### config.mk
export PLATFORM = sky130hd
export DESIGN_NAME = hex_frame_handler
export DESIGN_NICKNAME = d
export VERILOG_FILES = /design/src/rtl/hex_frame_handler.sv
export SDC_FILE = /design/constraint.sdc
export NUM_CORES = 1
export LEC_CHECK = 0
export BUFFER_PORTS_ARGS = -buffer_cell sky130_fd_sc_hd__buf_2
export CAP_MARGIN = 25
export CORE_ASPECT_RATIO = 1.4
export CORE_MARGIN = 1
export CORE_UTILIZATION = 39
export DETAILED_ROUTE_END_ITERATION = 8
export GPL_ROUTABILITY_DRIVEN = 0
export PLACE_DENSITY = 0.61
export SYNTH_ARGS = -nofsm -noshare
export SYNTH_HDL_FRONTEND = slang
export SYNTH_SLANG_ARGS = --single-unit
### constraint.sdc
create_clock -name clk -period 2.8 [get_ports clk]
set_clock_uncertainty 0.1 [all_clocks]
set_input_delay 0.42 -clock clk [delete_from_list [all_inputs] [get_ports clk]]
set_output_delay 0.42 -clock clk [all_outputs]
set_load 0.02 [all_outputs]
### src/rtl/hex_frame_handler.sv
// ASCII command-frame parser: 'ID cmd [len_hi len_lo] hex-digits [TERM]' arriving one
// byte at a time, decoded into a command register and a wide shift buffer.
module hex_frame_handler #(
  parameter int unsigned BUF_BITS  = 256,
  parameter int unsigned CW        = 16,
  parameter logic [7:0]  ID_CHAR   = 8'h4C,
  parameter int          LEN_MODE  = 0,
  parameter logic [7:0]  TERM_CHAR = 8'h0D
) (
  input  logic                clk,
  input  logic                rst_n,
  input  logic                byte_available,
  input  logic [7:0]          byte_in,
  input  logic                data_request,
  output logic [7:0]          command,
  output logic [CW-1:0]       data_count,
  output logic [BUF_BITS-1:0] buffer,
  output logic                ready,
  output logic                error,
  output logic [1:0]          err_code,
  output logic                overrun,
  output logic [7:0]          debug
);

  localparam int unsigned    CAP   = BUF_BITS / 4;
  localparam logic [CW-1:0]  CAP_C = CW'(CAP);

  typedef enum logic [2:0] {
    S_IDLE   = 3'd0,
    S_CMD    = 3'd1,
    S_LEN_HI = 3'd2,
    S_LEN_LO = 3'd3,
    S_DATA   = 3'd4,
    S_DONE   = 3'd5
  } state_t;

  // {valid, nibble}; letters of either case share the low nibble offset of 9
  function automatic logic [4:0] hex_decode(input logic [7:0] b);
    logic [4:0] r;
    r = 5'b0;
    if (b >= 8'h30 && b <= 8'h39)
      r = {1'b1, b[3:0]};
    else if ((b >= 8'h41 && b <= 8'h46) || (b >= 8'h61 && b <= 8'h66))
      r = {1'b1, b[3:0] + 4'd9};
    return r;
  endfunction

  state_t        state;
  logic          avail_q;
  logic [3:0]    len_hi;
  logic [CW-1:0] len_q;

  logic          accept;
  logic [4:0]    dec;
  logic          digit_ok;
  logic [7:0]    len_full;
  logic [CW-1:0] count_nx;

  assign accept   = byte_available & ~avail_q;
  assign dec      = hex_decode(byte_in);
  // the frame-start character is never a data digit, even if it happens to be hex
  assign digit_ok = dec[4] & (byte_in != ID_CHAR);
  assign len_full = {len_hi, dec[3:0]};
  assign count_nx = data_count + CW'(1);
  assign debug    = {5'b0, state};

  always_ff @(posedge clk or negedge rst_n) begin
    if (!rst_n) begin
      state      <= S_IDLE;
      avail_q    <= 1'b0;
      len_hi     <= '0;
      len_q      <= '0;
      command    <= '0;
      data_count <= '0;
      buffer     <= '0;
      ready      <= 1'b0;
      error      <= 1'b0;
      err_code   <= '0;
      overrun    <= 1'b0;
    end else begin
      avail_q <= byte_available;
      case (state)
        S_IDLE: begin
          if (accept && byte_in == ID_CHAR) begin
            state      <= S_CMD;
            buffer     <= '0;
            data_count <= '0;
            error      <= 1'b0;
            err_code   <= '0;
            overrun    <= 1'b0;
          end
        end
        S_CMD: begin
          if (accept) begin
            command <= byte_in;
            state   <= (LEN_MODE != 0) ? S_LEN_HI : S_DATA;
          end
        end
        S_LEN_HI: begin
          if (accept) begin
            if (digit_ok) begin
              len_hi <= dec[3:0];
              state  <= S_LEN_LO;
            end else begin
              error    <= 1'b1;
              err_code <= 2'd1;
              state    <= S_IDLE;
            end
          end
        end
        S_LEN_LO: begin
          if (accept) begin
            if (!digit_ok) begin
              error    <= 1'b1;
              err_code <= 2'd1;
              state    <= S_IDLE;
            end else if ({24'd0, len_full} > CAP) begin
              error    <= 1'b1;
              err_code <= 2'd3;
              state    <= S_IDLE;
            end else if (len_full == 8'd0) begin
              ready <= 1'b1;
              state <= S_DONE;
            end else begin
              len_q <= CW'(len_full);
              state <= S_DATA;
            end
          end
        end
        S_DATA: begin
          if (accept) begin
            if (LEN_MODE == 0 && byte_in == TERM_CHAR) begin
              ready <= 1'b1;
              state <= S_DONE;
            end else if (!digit_ok) begin
              error    <= 1'b1;
              err_code <= 2'd1;
              state    <= S_IDLE;
            end else if (LEN_MODE == 0 && data_count == CAP_C) begin
              // overflow keeps the partial buffer visible for diagnosis
              error    <= 1'b1;
              err_code <= 2'd2;
              state    <= S_IDLE;
            end else begin
              buffer     <= {buffer[BUF_BITS-5:0], dec[3:0]};
              data_count <= count_nx;
              if (LEN_MODE != 0 && count_nx == len_q) begin
                ready <= 1'b1;
                state <= S_DONE;
              end
            end
          end
        end
        S_DONE: begin
          if (accept)
            overrun <= 1'b1;
          if (data_request) begin
            ready <= 1'b0;
            state <= S_IDLE;
          end
        end
        default: state <= S_IDLE;
      endcase
    end
  end

endmodule

After elaboration in Yosys (flattened, before gate mapping). Index checks and enable logic that the tools add are counted.

Register bits: 293. Input bits: 12. Output and inout port bits: 293. Word-level logic and storage cells: 127.

Add/sub/neg operators: 2. $lt $le $gt $ge: 7. Equality and inequality tests: 27. Muxes and demuxes: 60. Bitwise gates (word level): 3. Reductions and logical operators: 18.

Operator list (count): 256-bit 2-to-1 mux (5); 256-bit one-hot mux with 2 select lines (1); 16-bit 2-to-1 mux (5); 3-bit 2-to-1 mux (11); 16-bit one-hot mux with 2 select lines (1); 2-bit != test, second input constant (15); 2-bit 2-to-1 mux (11); 1-bit 2-to-1 mux (19); 3-bit one-hot mux with 6 select lines (1); 16-bit by 1-bit adder with 16-bit output, second input constant (1); 16-bit by 7-bit equality test with 1-bit output, second input constant (1); 8-bit by 7-bit >= comparator with 1-bit output, second input constant (2); 8-bit by 7-bit less-or-equal comparator with 1-bit output, second input constant (2); 5-bit 2-to-1 mux (2); 9-bit AND reduction (1); 8-bit by 4-bit equality test with 1-bit output, second input constant (1); 8-bit by 7-bit equality test with 1-bit output, second input constant (1); 8-bit by 6-bit >= comparator with 1-bit output, second input constant (1); 8-bit by 7-bit greater-than comparator with 1-bit output, second input constant (1); 8-bit by 6-bit less-or-equal comparator with 1-bit output, second input constant (1); 8-bit zero test (1); 8-bit by 7-bit != test with 1-bit output, second input constant (1); 2-bit one-hot mux with 4 select lines (1); 8-bit AND reduction (1); 21 further kinds (30).

Depth between registers and ports, before layout.
Depth after elaboration: 11. Depth in mapped cells: 11. Mapped depth without buffers: 7.

Worst setup path after synthesis. OpenSTA, ideal clock, no wires.

Path type: input-to-reg. Start: input byte_in[0]. End: register err_code[0]. Arrival time: 2156 ps. Data required time: 2573 ps. Slack: 417 ps. Stages on the path: 8. Cell sequence: inv_1 > ha_1 > or3b_4 > and3_1 > buf_6 > o221a_1 > or2_1 > o32a_2.

Word-level cells in the longest chain between the ends: 10. Elaborated cells on any way between the ends: 31.

RTL lines: start, declared (RTL line 13) `input logic [7:0] byte_in,`; parallel branches: the longest is 10 deep, another holds 8-bit by 7-bit >= comparator with 1-bit output; end signal, assigned (RTL line 89) `err_code <= '0;`; end signal, assigned (RTL line 137) `err_code <= 2'd1;`; end signal, assigned (RTL line 142) `err_code <= 2'd2;`; end, declared (RTL line 20) `output logic [1:0] err_code,`.

Several ways; the timed one is not identified. The select of a mux whose other input is x is not followed. A chain may end at the register's enable or synchronous reset.

Final worst setup path.
Start: register data_count[10]. End: register buffer[66].

Word-level cells in the longest chain between the ends: 3.

RTL lines: start, declared (RTL line 16) `output logic [CW-1:0] data_count,`; start signal, assigned (RTL line 146) `data_count <= count_nx;`; 16-bit by 7-bit equality test with 1-bit output (RTL line 139) `end else if (LEN_MODE == 0 && data_count == CAP_C) begin`; 2-bit != test (no line); 6-bit AND reduction (no line); end signal, assigned (RTL line 145) `buffer <= {buffer[BUF_BITS-5:0], dec[3:0]};`; end, declared (RTL line 17) `output logic [BUF_BITS-1:0] buffer,`.

No other way between the ends.

==> results.sh <==
export IMPL_nets=1640
export IMPL_min_to="command[5]"
export IMPL_dieArea_sq_um=32740
export IMPL_cts_htree_levels=1
export IMPL_worstPathArrival_ns=2.93
export IMPL_nFillCells=2969
export IMPL_die_w_um=153.2
export IMPL_use_met1=0.2602
export IMPL_r2r_start="data_count[10]"
export IMPL_yosys_top_cells_count="nand2_1 (525), dfrtp_1 (293), nand3_1 (265)"
export IMPL_path_clk_slew_ns=0.06
export IMPL_busiest_layer="met2"
export IMPL_fin_crit_ns=2.552
export IMPL_tns_ns=0
export IMPL_grt_max_degree=159
export IMPL_layout_cells_non_filler=2041
export IMPL_antenna_found_initial=0
export IMPL_wire_per_inst_um=16.31
export IMPL_status="finished clean"
export IMPL_period_share=0.9116
export IMPL_cts_buffers_inserted=29
export IMPL_rows=77
export IMPL_synth_area_leaders="dfrtp_1 (59%), nand2_1 (16%), nand3_1 (11%), buf_6 (2.3%), clkbuf_1 (1.7%)"
export IMPL_met3_usage=0.02809
export IMPL_drtIter0Drc=762
export IMPL_ir_drop_uv=448.3
export IMPL_netlist_area_sq_um=12480
export IMPL_synth_top_area_frac=0.5873
export IMPL_ios=305
export IMPL_required_ns=3.18
export IMPL_multi_input_area_sq_um=4531
export IMPL_synthFlopType="dfrtp_1"
export IMPL_startpoint="data_count[10]"
export IMPL_yosysTopAreaCell="dfrtp_1"
export IMPL_cts_max_path_buffers=3
export IMPL_grt_usage=0.1978
export IMPL_area_sequential_sq_um=7332
export IMPL_synth_warnings=0
export IMPL_synth_seq_cells=293
export IMPL_hold_slack_ns=0.06567
export IMPL_slew_headroom=0.4548
export IMPL_reg2reg_depth=7
export IMPL_synthArstFlopShare=1.000
export IMPL_dr_pass1_iters=5
export IMPL_crit_path_end_kind="flop"
export IMPL_grt_met2_usage=0.3327
export IMPL_cts_tree="built"
export IMPL_postRouteAntennaNets=0
export IMPL_drt_vias_per_instance=5.096
export IMPL_critical_path_max_fanout=60
export IMPL_post_route_drc_count=0
export IMPL_maxCapViolations=0
export IMPL_setup_worst_path_start_class="flop"
export IMPL_dp_cells=1985
export IMPL_power_density_nw_per_um2=623.1
export IMPL_clk_latency_ns=0.56
export IMPL_grt_setup_unrepaired="false"
export IMPL_seq_area_frac_synth=0.5873
export IMPL_vias=10400
export IMPL_setup_violations=0
export IMPL_port_buffers=299
export IMPL_n_antenna_cell=0
export IMPL_wl_um=33300
export IMPL_synth_edf_count=0
export IMPL_crit_path_frequent_cell="buf_12"
export IMPL_avgSynthCellArea_sq_um=9.207
export IMPL_area_growth_pct=23.37
export IMPL_tightest_slew_ns=0.8177
export IMPL_slew_viol_final=0
export IMPL_holdPathStages=2
export IMPL_p_leak_uw=0.009013
export IMPL_min_from="byte_in[5]"
export IMPL_layout_drive_gt1_share=0.2454
export IMPL_max_stage_delay_ns=0.64
export IMPL_timing_final_hold_violations=0
export IMPL_synthCells=1356
export IMPL_hp_class="in -> reg"
export IMPL_cts_sinks=293
export IMPL_grt_overflow_total=0
export IMPL_die_h_um=213.7
export IMPL_cts_resized=0
export IMPL_path_cells="nor4_1 -> a41oi_2 -> o211ai_4 -> buf_12 -> buf_12 -> nand3_1 -> nand2_1"
export IMPL_reg2reg_slack_ns=0.25
export IMPL_ys_types=65
export IMPL_yosysMostFrequentCell="nand2_1"
export IMPL_clock_root_buffer="clkbuf_16"
export IMPL_clock_fmax_mhz=391.8
export IMPL_dp_hpwl_um=21700
export IMPL_reg2reg_to="buffer[66]"
export IMPL_core_area_sq_um=31500
export IMPL_initial_core_util=0.3963
export IMPL_grt_pass1_vias=9618
export IMPL_crit_type="reg -> reg"
export IMPL_grt_pass1_wl_um=52790
export IMPL_critPathSlowestCell="nor4_1"
-- report_power, final --
part / internal (uW) / switching [uW]
Sequential: 4350 / 83.0
Combinational: 293 / 538
Clock: 2650 / 1680
Total: 7290 / 2310
-- flip-flops by register name, summed over array words and instances, names as in the netlist --
signal and flops:
buffer 256, data_count 16, command 8, len_hi 4, state 3, err_code 2
avail_q 1, error 1, overrun 1, ready 1
-- kinds of logic after synthesis --
family | Yosys count | share of synthesized area
adder cells (fa/ha/maj) | 5 | 0.005011
AND/OR/NAND/NOR | 855 | 0.3010
AO/OA/AOI/OAI | 74 | 0.04370
flip-flops | 293 | 0.5873
buffers and inverters | 116 | 0.05262
multiplexers | 11 | 0.009421
XOR/XNOR | 1 | 0.0007017
other | 1 | 0.0003004
-- per-layer routing --
layer	vias up	part of all wire
met4	0	0.032
li1	5025	-
met2	300	0.50
met5	-	0
met3	54	0.048
met1	5021	0.42
-- placed cells by master, fill, tap and decap left out, types with 3 or more instances in the layout --
cell type  netlist  layout
a21oi_1         15      15
a41oi_1          3       3
and3_1           3       3
buf_12           0      13
buf_2           12     298
buf_4            5      18
bufinv_16        0       7
clkbuf_1        58       3
clkbuf_16        0      29
clkbuf_8         0       4
clkinv_2         0       9
conb_1           1       5
dfrtp_1        293     293
ha_1             5       5
inv_1           16      16
mux2_2           6       6
mux2i_1          5       5
nand2_1        525     525
nand3_1        265     264
nand4_1          4       4
nor2_1          12      12
nor2b_1          3       3
nor3_1           4       4
nor4_1           4       4
o21a_1           4       4
o21ai_0         15      15
o31ai_1          9       9
or2_2            3       3
or3_1            4       4
or4_1            8       8
-- what timing repair did --
| item | CTS | global route |
|---|---|---|
| hold buffers | 2 | 0 |
| endpoints found under the hold margin | 70 | 0 |
| setup buffers | 0 | 0 |
-- per-stage QoR --
stage	utilization	power, uW	instance area (sq um)	worst slack (ns)
2_1_floorplan	-	4992	12500	0.4172
3_3_place_gp	0.4545	5335	14320	0.1186
3_5_place_dp	0.4545	5344	14320	0.05452
4_1_cts	0.4889	9751	15400	0.2730
5_1_grt	0.4889	9962	15400	0.1070
6_report	0.4889	9597	15400	0.2475
-- area by class of cell --
type                    instances  share of cell area
well taps                     395             0.03209
multi-input cells             951              0.2942
repair buffers                332              0.1248
clock buffers                  36             0.05142
inverters                      16            0.003899
flip-flops and latches        293              0.4760
clock inverters                18             0.01763
-- worst max path at each step --
stage | to | slack (ns)
2_1_floorplan | err_code[0] | 0.42
3_3_place_gp | buffer[127] | 0.12
3_5_place_dp | buffer[127] | 0.05
4_1_cts | buffer[32] | 0.27
5_1_grt | buffer[145] | 0.11
6_report | buffer[66] | 0.25
-- critical path: cells and delay by family, from the launching register on --
| kind | cells | cell delay (ns) |
|---|---|---|
| AO/OA/AOI/OAI | 2 | 0.58 |
| buffers and inverters | 2 | 0.49 |
| AND/OR/NAND/NOR | 3 | 0.84 |
| flip-flops | 1 | 0.43 |
Note: power is estimated with default switching activity, not from simulation.
